### src/rtl/cpu_bus_arbiter_pkg.sv
// Shared definitions for the CPU bus arbiter and its OAM DMA engine.
// Holds the default DMA trigger/destination addresses and the DMA state
// encoding, which is also meant for any PPU-side OAM monitor.
package cpu_bus_arbiter_pkg;

    localparam logic [15:0] OAM_DMA_ADDR_DEF = 16'h4014;
    localparam logic [15:0] OAMDATA_ADDR_DEF = 16'h2004;

    typedef enum logic [2:0] {
        DMA_IDLE,
        DMA_DUMMY,
        DMA_ALIGN,
        DMA_READ,
        DMA_WRITE
    } dma_state_t;

endpackage

### src/rtl/cpu_bus_arbiter_oam_dma_engine.sv
// OAM DMA engine: watches the client-selected bus for a write to the DMA
// trigger address, then copies 256 bytes from page {page,00} to OAMDATA.
// Ports:
//   clk, rst           clock, asynchronous active-low reset
//   req_addr/data/we   client-selected bus request (seen while idle)
//   dma_active         DMA owns the bus (state != IDLE)
//   dma_addr           address DMA drives onto the bus
//   dma_write_en       DMA write strobe
//   dma_data_sel       1: bus write data comes from bus_data_in
module oam_dma_engine
    import cpu_bus_arbiter_pkg::*;
#(
    parameter logic [15:0] OAM_DMA_ADDR = OAM_DMA_ADDR_DEF,
    parameter logic [15:0] OAMDATA_ADDR = OAMDATA_ADDR_DEF
) (
    input  logic        clk,
    input  logic        rst,
    input  logic [15:0] req_addr,
    input  logic [7:0]  req_data,
    input  logic        req_write_en,
    output logic        dma_active,
    output logic [15:0] dma_addr,
    output logic        dma_write_en,
    output logic        dma_data_sel
);

    dma_state_t state;
    dma_state_t state_next;
    logic [7:0] page;
    logic [7:0] idx;
    logic       parity;
    logic       start;

    // Free-running cycle parity; decides whether an alignment cycle is needed.
    always_ff @(posedge clk or negedge rst) begin
        if (!rst) begin
            parity <= 1'b0;
        end else begin
            parity <= ~parity;
        end
    end

    always_ff @(posedge clk or negedge rst) begin
        if (!rst) begin
            state <= DMA_IDLE;
            page  <= '0;
            idx   <= '0;
        end else begin
            state <= state_next;
            if (start) begin
                page <= req_data;
                idx  <= '0;
            end else if (state == DMA_WRITE) begin
                idx <= idx + 8'd1;
            end
        end
    end

    always_comb begin
        state_next   = state;
        start        = 1'b0;
        dma_addr     = OAM_DMA_ADDR;
        dma_write_en = 1'b0;
        dma_data_sel = 1'b0;
        case (state)
            DMA_IDLE: begin
                if (req_write_en && (req_addr == OAM_DMA_ADDR)) begin
                    start      = 1'b1;
                    state_next = DMA_DUMMY;
                end
            end
            DMA_DUMMY: begin
                state_next = parity ? DMA_ALIGN : DMA_READ;
            end
            DMA_ALIGN: begin
                state_next = DMA_READ;
            end
            DMA_READ: begin
                // No carry into page: page $FF wraps within $FF00-$FFFF.
                dma_addr   = {page, idx};
                state_next = DMA_WRITE;
            end
            DMA_WRITE: begin
                dma_addr     = OAMDATA_ADDR;
                dma_write_en = 1'b1;
                dma_data_sel = 1'b1;
                state_next   = (idx == 8'hFF) ? DMA_IDLE : DMA_READ;
            end
            default: begin
                state_next = DMA_IDLE;
            end
        endcase
    end

    assign dma_active = (state != DMA_IDLE);

endmodule

### src/rtl/cpu_bus_arbiter.sv
// CPU memory bus arbiter. Multiplexes the interrupt handler and instruction
// executor onto the single bus (interrupt handler wins while accessing
// memory) and hands the bus to OAM DMA after a write to the trigger address.
// Ports:
//   clk, rst                        clock, asynchronous active-low reset
//   ie_addr/ie_data_out/ie_write_en IE bus request
//   ih_addr/ih_data_out/ih_write_en interrupt handler bus request
//   ih_accessing_memory             interrupt handler owns the bus
//   bus_data_in                     read data, valid one cycle after address
//   bus_addr/bus_data_out/bus_write_en  bus outputs
//   cpu_data_in                     read data returned to both clients
//   halt, dma_busy                  DMA in progress, stalls both clients
module cpu_bus_arbiter
    import cpu_bus_arbiter_pkg::*;
#(
    parameter logic [15:0] OAM_DMA_ADDR = OAM_DMA_ADDR_DEF,
    parameter logic [15:0] OAMDATA_ADDR = OAMDATA_ADDR_DEF
) (
    input  logic        clk,
    input  logic        rst,
    input  logic [15:0] ie_addr,
    input  logic [7:0]  ie_data_out,
    input  logic        ie_write_en,
    input  logic [15:0] ih_addr,
    input  logic [7:0]  ih_data_out,
    input  logic        ih_write_en,
    input  logic        ih_accessing_memory,
    input  logic [7:0]  bus_data_in,
    output logic [15:0] bus_addr,
    output logic [7:0]  bus_data_out,
    output logic        bus_write_en,
    output logic [7:0]  cpu_data_in,
    output logic        halt,
    output logic        dma_busy
);

    logic [15:0] cli_addr;
    logic [7:0]  cli_data;
    logic        cli_write_en;
    logic        dma_active;
    logic [15:0] dma_addr;
    logic        dma_write_en;
    logic        dma_data_sel;

    // Client selection is kept separate from the DMA override so the engine
    // can watch for the trigger write without a combinational loop.
    always_comb begin
        if (ih_accessing_memory) begin
            cli_addr     = ih_addr;
            cli_data     = ih_data_out;
            cli_write_en = ih_write_en;
        end else begin
            cli_addr     = ie_addr;
            cli_data     = ie_data_out;
            cli_write_en = ie_write_en;
        end
    end

    oam_dma_engine #(
        .OAM_DMA_ADDR (OAM_DMA_ADDR),
        .OAMDATA_ADDR (OAMDATA_ADDR)
    ) u_dma (
        .clk          (clk),
        .rst          (rst),
        .req_addr     (cli_addr),
        .req_data     (cli_data),
        .req_write_en (cli_write_en),
        .dma_active   (dma_active),
        .dma_addr     (dma_addr),
        .dma_write_en (dma_write_en),
        .dma_data_sel (dma_data_sel)
    );

    always_comb begin
        if (dma_active) begin
            bus_addr     = dma_addr;
            bus_write_en = dma_write_en;
            bus_data_out = dma_data_sel ? bus_data_in : '0;
        end else begin
            bus_addr     = cli_addr;
            bus_write_en = cli_write_en;
            bus_data_out = cli_data;
        end
    end

    assign cpu_data_in = bus_data_in;
    assign halt        = dma_active;
    assign dma_busy    = dma_active;

endmodule

### config.mk
export PLATFORM = sky130hd
export DESIGN_NAME = cpu_bus_arbiter
export DESIGN_NICKNAME = d
export VERILOG_FILES = /design/src/rtl/cpu_bus_arbiter_pkg.sv /design/src/rtl/cpu_bus_arbiter_oam_dma_engine.sv /design/src/rtl/cpu_bus_arbiter.sv
export SDC_FILE = /design/constraint.sdc
export NUM_CORES = 1
export LEC_CHECK = 0
export ABC_AREA = 1
export CAP_MARGIN = 20
export CORE_MARGIN = 2
export CORE_UTILIZATION = 30
export CTS_CLUSTER_SIZE = 16
export DETAILED_ROUTE_END_ITERATION = 12
export GPL_TIMING_DRIVEN = 1
export HOLD_SLACK_MARGIN = 0.12
export PLACE_DENSITY = 0.64
export SLEW_MARGIN = 10
export SYNTH_ARGS = -nofsm -noshare
export SYNTH_HDL_FRONTEND = slang
export SYNTH_SLANG_ARGS = --single-unit
### constraint.sdc
create_clock -name clk -period 1.64 [get_ports clk]
set_input_delay 0.328 -clock clk [delete_from_list [all_inputs] [get_ports clk]]
set_output_delay 0.328 -clock clk [all_outputs]
set_load 0.01 [all_outputs]
Word level (Yosys, flattened, before mapping)
Index checks and enable logic that the tools add are counted.

Register bits after elaboration: 20. Bits in latches: 0. Bits in writable memories: 0. ROM bits: 0. Input port bits: 61. Output and inout port bits: 35. Logic and storage cells: 34. Memories: 0.

Add/subtract/negate cells: 1. Multipliers: 0. Div/mod/pow operators: 0. Order comparisons: 0. Equality and inequality tests: 7. Shift-type cells: 0. Multiplexer cells: 17. Bitwise logic cells: 1. Reductions and logical operators: 4.

Operators with widths (count): 8-bit 2-to-1 mux (5); 16-bit 2-to-1 mux (2); 16-bit one-hot mux with 2 select lines (1); 16-bit by 15-bit equality test with 1-bit output, second input constant (1); 3-bit one-hot mux with 5 select lines (1); 8-bit by 1-bit adder with 8-bit output, second input constant (1); 8-bit equality test, second input constant (1); 3-bit by 2-bit equality test with 1-bit output, second input constant (2); 1-bit 2-to-1 mux (6); 3-bit by 1-bit equality test with 1-bit output, second input constant (1); 3-bit equality test, second input constant (1); 3-bit logical NOT (1); 3-bit 2-to-1 mux (1); 3-bit nonzero test (1); 2-bit 2-to-1 mux (1); 2-bit by 1-bit inequality test with 1-bit output, second input constant (1); 2-bit nonzero test (1); 1-bit logical AND (1); 1-bit NOT (1).

Longest topological paths before layout
Depth in word-level cells: 6. Depth in mapped cells: 11. Mapped depth without buffers: 10.

Cells and area by module
From an unflattened synthesis, not the netlist that was laid out.

Cell total of the unflattened synthesis: 398. Area total of the unflattened synthesis: 2278.4 sq um.

Modules (own cells, without submodules): oam_dma_engine (instances 1, cells an instance 176, area each 1265.0 sq um, sequential area each 500.5 sq um); cpu_bus_arbiter (instances 1, cells an instance 222, area each 1013.5 sq um, sequential area each 0.0 sq um).

Least setup slack after synthesis
OpenSTA, ideal clock, no wires.

Kind: reg-to-output. Start point: register u_dma.state[0]. End point: output bus_data_out[0]. Data arrival time: 1.304 ns. Required time: 1.312 ns. Path slack: 0.008 ns. Cell stages (with the launch flop): 6. Buffers on the path: 1. Cells stage by stage: dfrtp_1 -> inv_2 -> nand2_1 -> nor2_2 -> clkbuf_1 -> a22o_1.

Cells in the longest elaborated chain, start to end: 4. Elaborated cells between the ends (all ways): 5. Those cells by class: eq/ne (1); mux (3); reduce/logical (1).

RTL lines: start: declaration (RTL line cpu_bus_arbiter_oam_dma_engine.sv:27) `dma_state_t state;`; start signal: assignment (RTL line cpu_bus_arbiter_oam_dma_engine.sv:49) `state <= state_next;`; 3-bit equality test (RTL line cpu_bus_arbiter_oam_dma_engine.sv:65) `case (state)`; 1-bit 2-to-1 mux (RTL line cpu_bus_arbiter_oam_dma_engine.sv:65); 8-bit 2-to-1 mux (RTL line cpu_bus_arbiter.sv:78) `bus_data_out = dma_data_sel ? bus_data_in : '0;`; 8-bit 2-to-1 mux * (RTL line cpu_bus_arbiter.sv:75) `if (dma_active) begin`; end: declaration (RTL line cpu_bus_arbiter.sv:30) `output logic [7:0] bus_data_out,`.

Every way passes the cells marked *; elsewhere a longest branch is shown, timed or not.

Worst setup path in the final report
Start point: register u_dma.state[0]. End point: output bus_addr[13].

Cells in the longest elaborated chain, start to end: 3. Elaborated cells between the ends (all ways): 5. Those cells by class: eq/ne (2); mux (2); reduce/logical (1).

RTL lines: 3-bit equality test / 3-bit by 2-bit equality test with 1-bit output (equally long branches) (RTL line cpu_bus_arbiter_oam_dma_engine.sv:65); 16-bit one-hot mux with 2 select lines (RTL line cpu_bus_arbiter_oam_dma_engine.sv:65); 16-bit 2-to-1 mux * (RTL line cpu_bus_arbiter.sv:75); end: declaration (RTL line cpu_bus_arbiter.sv:29) `output logic [15:0] bus_addr,`.

Marks and branches as above.

==> metrics <==
slowest CP cell dfrtp_1; min Tclk post-route about 1.9 ns; post-route ant nets 0; # IOs 96; drt pass-1 iters 4; crit path DAT around 1.6 ns; VDD IR max around 0.00039 V; Critical path origin u_dma.state[0]$_DFFE_PN0P_; Worst Path Max Fanout 7; 1st-iter DRT viols 80; clk_lat worst skew about 0.26 ns; layout cell share with drive strength beyond 1 between 40% and 50%; final setup vio count 27; MaxCap Viol Count 0; # diodes 0; Post-Layout Cell Count 471; Worst-path clk slew approximately 0.080 ns; Post-synth EDFFs 0; RSZ-0062 raised after global routing yes; CTS Hold Bufs 0; Post-Synthesis Net Count roughly 330; htree depth 1; area share of the largest cell type after synthesis 27.62%; Initial Util 30.78%; max-slew violations 0; Cells after Synth about 260; total CTS buffers 3; top-count cell post-synth nand2_1; Synth-to-Final Area Change 86.05%; ys flop type dfrtp_1; Fillers ~550; CP Launch Type flop; asr flop ratio synth between 90% and 100%; reg-to-reg startpoint u_dma.state[2]$_DFFE_PN0P_; hold crit path type input pin to asynchronous set/reset pin; first-pass GRT wire length between 10,000 and 15,000 um; initial antenna violation count 0; final HPWL from detailed placement around 4700 um; Inst Count DP around 460; Die Area around 6700 um2; Max Buffers Root-to-Sink 2; GR Overflow Total 0; worst setup margin -0.2503 ns; Worst EP required around 1.3 ns; status finished, violations left; final hold viol count 0; fmax around 530 MHz; TritonCTS clock tree yes; Core Area 5886 um2; register area share after synthesis about 28%; Crit. End Element primary output; Vias/cell around 4.7; slew margin rel. between 70 and 80%; Total GRT Usage 20.27%; Cell Area, Synth around 1800 um2; Power Dens Cells around 410 nW/um2; most frequent cells after synthesis nand2_1 (91), dfrtp_1 (20), inv_1 (20), nand2_2 (18), a22o_1 (14); nets@finish between 400 and 500; Die Y between 80 and 90 um; Yosys warnings 0; worst hold slack between 0.4 and 0.5 ns; row count 28; violated checks negative setup slack; Most common cell on crit path buf_6; critical path type flop to primary output; Yosys cell types 27; Placer Congestion 0.8355; width of the chip roughly 82 um; DR DRC count 0; fin util between 50% and 60%; Tcrit/Tclk final 115.3%; CP peak stage delay around 0.40 ns; synthesized area per cell roughly 6.9 um2; Area contributors post-synth dfrtp_1 (28%), nand2_1 (19%), a22o_1 (6.8%); via count approximately 2,200; IO Port Bufs 95; vias in the first global route approximately 2,300; CTS sink count 20; area leader, netlist dfrtp_1; final WL about 6500 um; Tightest Pin Transition approximately 0.36 ns; largest net degree at the start of global routing 29; Root Buffer clkbuf_8; P_leak between 1.5 and 2 nW; Post-Route Skew 0.001334 ns; setup tns final -3.991 ns; DR WL/cell between 10 and 15 um; FF+latch count, synth 20; CP cell instances buf_6, nand2_4, nor2_4, buf_6, a221o_1, buf_6
==> per-stage QoR <==
stage	total power, mW	setup slack, ns	instance area (um2)
2_1_floorplan	0.6397	0.007949	1812
3_3_place_gp	0.8757	-0.6852	3035
3_5_place_dp	0.8757	-0.7362	3035
4_1_cts	1.375	-0.2201	3227
5_1_grt	1.459	-0.3000	3371
6_report	1.386	-0.2503	3371
==> routing by layer <==
metal	up-vias	track usage (%)	part of all wire, %
met1	1043	23.15	39
met2	79	37.87	53
met4	0	4.167	0.29
met3	2	5.275	7.4
li1	1088	-	-
met5	-	0	0
==> cell type report <==
class,count,area [um2],area share [%]
flip-flops and latches,20,500.5,14.85
repair buffers,148,1376,40.83
clock inverters,1,30.03,0.8909
clock buffers,3,41.29,1.225
multi-input cells,191,1192,35.37
inverters,33,136.4,4.046
well taps,75,93.84,2.784
==> path summary, 6_finish.rpt <==
check / cells past startpoint / slack, ns / end
setup reg to reg: 11 / 0.04 / u_dma.idx[5]$_DFFE_PN0P_
hold reg to reg: 1 / 0.42 / u_dma.parity$_DFF_PN0_
setup / recovery: 6 / -0.25 / bus_addr[13]
max in group asynchronous: 2 / 1.02 / u_dma.page[3]$_DFFE_PN0P_
hold / removal: 2 / 0.41 / u_dma.idx[2]$_DFFE_PN0P_
min in group clk: 1 / 0.42 / u_dma.parity$_DFF_PN0_
==> logic make-up (layout without fill, tap and decap cells) <==
kind of cell    count (synthesis)  in the layout  synth area share [%]
simple gates                  148            148                 40.12
fa+ha+maj                       1              1                0.6905
xor+xnor                        6              6                 2.901
flops                          20             20                 27.62
buf+inv                        53            185                 15.33
compound gates                 36             36                 13.33
==> registers in the layout, summed over array words and instances, names as in the netlist <==
signal        flops
u_dma.idx         8
u_dma.page        8
u_dma.state       3
u_dma.parity      1
==> where the power goes <==
part | leakage [nW] | switching (mW) | internal, mW | total [mW]
sequential | 0.256 | 0 | 0.493 | 0.493
clock | 0.0357 | 0.181 | 0.326 | 0.507
combinational | 1.51 | 0.160 | 0.227 | 0.387
==> cells in the final DEF, fill, tap and decap left out <==
master           Yosys  layout
nand3_1              4       4
a21oi_2              0       2
nor2_1              12       7
inv_6                0       1
a221o_1              1       1
a21oi_4              0       1
buf_2                0      22
inv_2               13      12
buf_6                4      20
nand2_4              0       4
nor2_4               1       7
nor3_1               2       2
dlymetal6s2s_1       0       2
xor2_2               0       1
inv_4                0       3
xnor2_1              1       1
dlygate4sd2_1        0       8
nand2_2             18      27
clkdlybuf4s50_1      0      57
xor2_1               5       4
o21ai_2              1      11
a21oi_1              4       1
clkbuf_16            0       1
nor2_2               6       5
o21ai_0             13       3
buf_4               10      32
ha_1                 1       1
clkbuf_8             0       3
dfrtp_1             20      20
inv_1               20      17
nand3_4              3       3
nor2_8               2       2
nand4_1              9       9
buf_12               0       4
buf_8                1       2
bufinv_16            0       1
o21ai_1              3       3
a22o_1              14      14
nand2_1             91      78
==> repair_timing <==
action	4_1_cts	5_1_grt
gates cloned	1	1
gates resized for setup	159	54
setup endpoints to repair	52	44
pin swaps	7	28
setup buffers	12	2
==> critical path, delay by kind of cell (launching register included) <==
| kind | cells | cell delay (ns) |
|---|---|---|
| AND/OR/NAND/NOR | 2 | 0.12 |
| buffers and inverters | 3 | 0.40 |
| flip-flops | 1 | 0.40 |
| AO/OA/AOI/OAI | 1 | 0.37 |
Note: power is estimated with default switching activity, not from simulation.
==> RTL change 1: new RTL, config.mk and constraints unchanged <==
Register the outputs `cpu_data_in`, `halt` and `dma_busy`; this adds one clock of latency there. The other outputs are not delayed to match.
--- a/src/rtl/cpu_bus_arbiter.sv
+++ b/src/rtl/cpu_bus_arbiter.sv
@@ -83,9 +83,11 @@
         end
     end
 
-    assign cpu_data_in = bus_data_in;
-    assign halt        = dma_active;
-    assign dma_busy    = dma_active;
+    always_ff @(posedge clk) begin
+        cpu_data_in <= bus_data_in;
+        halt        <= dma_active;
+        dma_busy    <= dma_active;
+    end
 
 endmodule
 
Function: changed (Yosys sat finds a counterexample within 4 cycles, from zero or initial values and one cycle with rst low).
==> RTL change 1 against the unedited design <==
  * The flow still finishes with violations (negative setup slack)
  * Global-route usage fell by 0.95 points
  * Setup slack worse by 0.0047 ns
  * Routed wire length rose by 8.4%
  * Area after synthesis up 5.0%
  * Total power up 22%
  * Design area rose by 4.2%
  * Core utilization decreased by 1.0 points
  * Sequential cell count grew 9
  * Critical endpoint is now bus_addr[14]
==> RTL change 1: results (changes against the unedited design) <==
Tcrit/Tclk final - 116% (+0.29 points)
Placer Congestion - 0.892 (+6.7%)
Fillers - 601 (+8.7%)
Nets@finish - 472 (+2.8%)
First-pass GRT wire length - 10900 µm (+4.2%)
Wire length on met1 - 3020 µm (+20%)
Distinct cells, synth - 28 (+3.7%)
Wire length on met2 - 3420 µm (-0.58%)
Number of DRC markers in iteration 0 - 94 (+18%)
Post-Synth Adder-Cell Area - 0.658% (-0.033 points)
Final Instance Count excl. Fillers - 488 (+3.6%)
Layout cells sized above 1 - 37.2% (-4.2 points)
HPWL after DPL - 4670 µm (-1.6%)
Vias in the first global route - 2290 (+1.6%)
Setup violators final - 25 (-7.4%)
IR drop worst, VDD - 308 µV (-21%)
Seq/Total Area, Yosys - 35.8% (+8.2 points)
H-tree levels - 2 (+1)
RR Startpoint - u_dma.state[1]$_DFFE_PN0P_
Vias/cell - 4.64 (-1.3%)
Violated checks - negative setup slack
Leakage power - 1.87 nW (+3.6%)
Largest net degree at the start of global routing - 21 (-28%)
Synth Instances - 265 (+0.38%)
Worst hold slack - 0.401 ns (-0.00400 ns)
Final WS setup - -0.255 ns (-0.00468 ns)
Outcome - finished, violations left
R2R Setup Slk - 0.07 ns (+0.03 ns)
Clk_skew - 0.00451 ns (+0.00318 ns)
Synth Area in XOR/XNOR - 2.76% (-0.14 points)
[RTL change 1: changes by cell type in the layout (fill, tap and decap cells not counted), sizes merged]
cell	unedited run	this run
inv	33	32
nand3	7	8
clkbuf	4	9
bufinv	1	0
dlygate4sd2	8	0
clkinvlp	0	1
dfxtp	0	9
buf	80	79
clkdlybuf4s50	57	65
dlymetal6s2s	2	4
[RTL change 1: critical path, stage by stage (launching register included)]
cell and delay (ns):
dfrtp_1 0.39, inv_2 0.08, nand2_4 0.06, nor2_4 0.11
buf_6 0.15, clkinvlp_4 0.18, o21ai_2 0.17, buf_2 0.14
[RTL change 1: cell families after synthesis]
group	Yosys count
adders and majority gates	1
DFF	29
buffers and inverters	45
AOI/OAI and AO/OA	36
and+or+nand+nor	148
xor gates and xnor gates	6
[RTL change 1: through the flow]
step / setup TNS [ns] / power, mW / cell area [µm²] / setup slack, ns / util (%)
after floorplan: 0 / 0.850 / 1900 / 0.00795 / -
after global placement: -27.66 / 1.10 / 3160 / -0.721 / 50.7
after detailed placement: -28.45 / 1.10 / 3160 / -0.749 / 50.7
after CTS: -4.01 / 1.69 / 3320 / -0.281 / 53.2
after global routing: -6.39 / 1.78 / 3510 / -0.333 / 56.3
final: -4.50 / 1.69 / 3510 / -0.255 / 56.3
[RTL change 1: final cells by class]
type | count | area [µm²] | area share, %
timing repair buffer | 149 | 1350 | 38.3
multi-input combinational | 192 | 1170 | 33.3
sequential | 29 | 681 | 19.4
inverter | 33 | 140 | 3.99
tap | 77 | 96.3 | 2.74
clock buffer | 8 | 80.1 | 2.28
[RTL change 1: what timing repair did]
action                     CTS  global route
setup endpoints to repair   42            42
pin swaps                   10            18
gates resized for setup    139            39
buffers inserted             8             6
gates cloned                 2             3
[RTL change 1: worst max-delay path by stage]
stage               slack, ns         endpoint  cells past startpoint
floorplan               0.008  bus_data_out[0]                      5
global placement        -0.72  bus_data_out[7]                      7
detailed placement      -0.75      bus_addr[1]                      8
CTS                     -0.28      bus_addr[5]                      8
global route            -0.33      bus_addr[0]                      7
finish                  -0.26     bus_addr[14]                      7
[RTL change 1: power groups by stage]
stage                     sequential, mW  clock (mW)  combinational (mW)
after floorplan                    0.745           0               0.105
after global placement             0.739           0               0.356
after detailed placement           0.739           0               0.357
after CTS                          0.725       0.598               0.364
after global routing               0.725       0.641               0.417
final                              0.725       0.583               0.385
[RTL change 1: per-layer routing]
layer  up-vias  global-route usage, %
met3         8                   6.03
li1       1134                      -
met2        93                   33.0
met1      1028                   23.3
met4         0                   5.72
met5         -                      0
==> RTL change 2: new RTL, same flow settings <==
Made on the original files. Register the input `ih_addr` before use. The logic sees it one clock later. The other inputs are not delayed to match.
--- a/src/rtl/cpu_bus_arbiter.sv
+++ b/src/rtl/cpu_bus_arbiter.sv
@@ -34,6 +34,12 @@
     output logic        dma_busy
 );
 
+    logic [15:0] ih_addr_q;
+
+    always_ff @(posedge clk) begin
+        ih_addr_q <= ih_addr;
+    end
+
     logic [15:0] cli_addr;
     logic [7:0]  cli_data;
     logic        cli_write_en;
@@ -46,7 +52,7 @@
     // can watch for the trigger write without a combinational loop.
     always_comb begin
         if (ih_accessing_memory) begin
-            cli_addr     = ih_addr;
+            cli_addr     = ih_addr_q;
             cli_data     = ih_data_out;
             cli_write_en = ih_write_en;
         end else begin
Formal check against the unedited RTL: not equivalent (a bounded check fails within 4 cycles, from zero or initial values and one cycle with rst low).
==> RTL change 2 against the unedited design <==
  * The run still ends with negative setup slack left
  * Setup slack better by 0.032 ns
  * Routed wire length is 12% higher
  * Core utilization is 0.34 points higher
  * Total power is 47% higher
  * Sequential cell count is 16 higher
  * Area after synthesis is 16% higher
  * Fmax is 1.7% higher
  * Design area is 16% higher
  * Clock power is 30% higher
  * Combinational power is 20% higher
  * Non-clock buffer count is 13 higher
  * Critical path type unchanged
==> RTL change 2: results (changes against the unedited design) <==
Crit path from - u_dma.state[2]$_DFFE_PN0P_
Clk_skew - 0.0124 ns (+0.0110 ns)
Overall routing resource usage - 18.6% (-1.6 points)
IR drop worst, VDD - 442 µV (+14%)
CP Max Fanout - 8 (+1)
Slew @ Worst Pin - 0.280 ns (-0.0806 ns)
Worst setup path endpoint - bus_addr[5]
Setup violators final - 27 (unchanged)
Fillers - 595 (+7.6%)
Num CTS Buffers - 5 (+2)
Violated checks - negative setup slack
Vias in the first global route - 2359 (+4.6%)
Arrival @ worst endpoint - 1.53 ns (-0.03 ns)
Top Family by Delay on Critical Path - buffers and inverters
Top cells by area, synth - dfrtp_1 24%, nand2_1 21%, dfxtp_1 15%
Outcome - finished, violations left
Synth top cells by count - 115 x nand2_1, 40 x inv_1, 20 x dfrtp_1, 16 x dfxtp_1, 15 x nor2_1
Placer Congestion - 0.838 (+0.32%)
Leakage power - 2.05 nW (+13%)
Largest net degree at the start of global routing - 21 (-28%)
Final WS setup - -0.218 ns (+0.0320 ns)
Layout cells sized above 1 - 37.0% (-4.4 points)
Mapped cell area - 2100 µm² (+16%)
R2R Setup Slk - 0.10 ns (+0.06 ns)
Vias/cell - 4.47 (-4.8%)
WL/cell - 13.3 µm (-3.0%)
Distinct cells, synth - 29 (+7.4%)
RR Startpoint - u_dma.state[0]$_DFFE_PN0P_
Setup TNS - -5.08 ns (-1.09 ns)
Nets@finish - 507 (+10%)
Dpl cell area - 3390 µm² (+12%)
Largest regs - ih_addr_q x16, u_dma.idx x8, u_dma.page x8
Async S/R FF share, synth - 55.6% (-44 points)
Mapped Nets - 358 (+9.8%)
Worst reg2reg endpoint - u_dma.idx[7]$_DFFE_PN0P_
DP Worst Slack - -0.775 ns (-0.0388 ns)
First-pass GRT wire length - 11100 µm (+6.3%)
Number of DRC markers in iteration 0 - 95 (+19%)
Sw power - 0.512 mW (+50%)
Worst hold slack - 0.372 ns (-0.0331 ns)
Seq/Total Area, Yosys - 39.0% (+11 points)
RTL change 2: area by class of cell:
type | instances | area (µm²) | share of cell area [%]
timing repair buffer | 161 | 1490 | 38.1
multi-input combinational | 200 | 1220 | 31.1
sequential | 36 | 822 | 21.0
inverter | 41 | 171 | 4.38
tap | 96 | 120 | 3.07
clock buffer | 8 | 90.1 | 2.30
RTL change 2: power groups by stage:
stage | clock [mW] | combinational (mW) | sequential (mW)
global placement | 0 | 0.366 | 0.927
global route | 0.718 | 0.498 | 0.912
floorplan | 0 | 0.126 | 0.926
finish | 0.659 | 0.463 | 0.910
detailed placement | 0 | 0.369 | 0.927
CTS | 0.669 | 0.450 | 0.910
RTL change 2: cells by family after synthesis:
family	after synthesis	synth area share, %
DFF	36	39.0
AOI/OAI and AO/OA	35	11.1
and+or+nand+nor	157	32.6
adders and majority gates	1	0.595
buffers and inverters	61	14.2
xor gates and xnor gates	6	2.50
RTL change 2: what timing repair did:
item | in CTS | in global routing
resized for setup | 194 | 32
gates cloned | 4 | 0
buffers inserted | 15 | 7
hold buffers | 0 | 0
setup endpoints to repair | 52 | 44
pin swaps | 15 | 16
RTL change 2: layer usage:
metal	track usage [%]	wire length [µm]	vias to the layer above
met5	0	0	-
met4	8.25	222	0
met3	4.24	341	20
met2	30.6	3700	73
met1	23.4	2940	1112
li1	-	-	1218
RTL change 2: per-stage QoR:
stage                     std cells  util (%)
final                           542      57.6
after global routing            542      57.6
after CTS                       536      55.5
after detailed placement        510      50.0
after global placement          510      50.0
after floorplan                 296         -
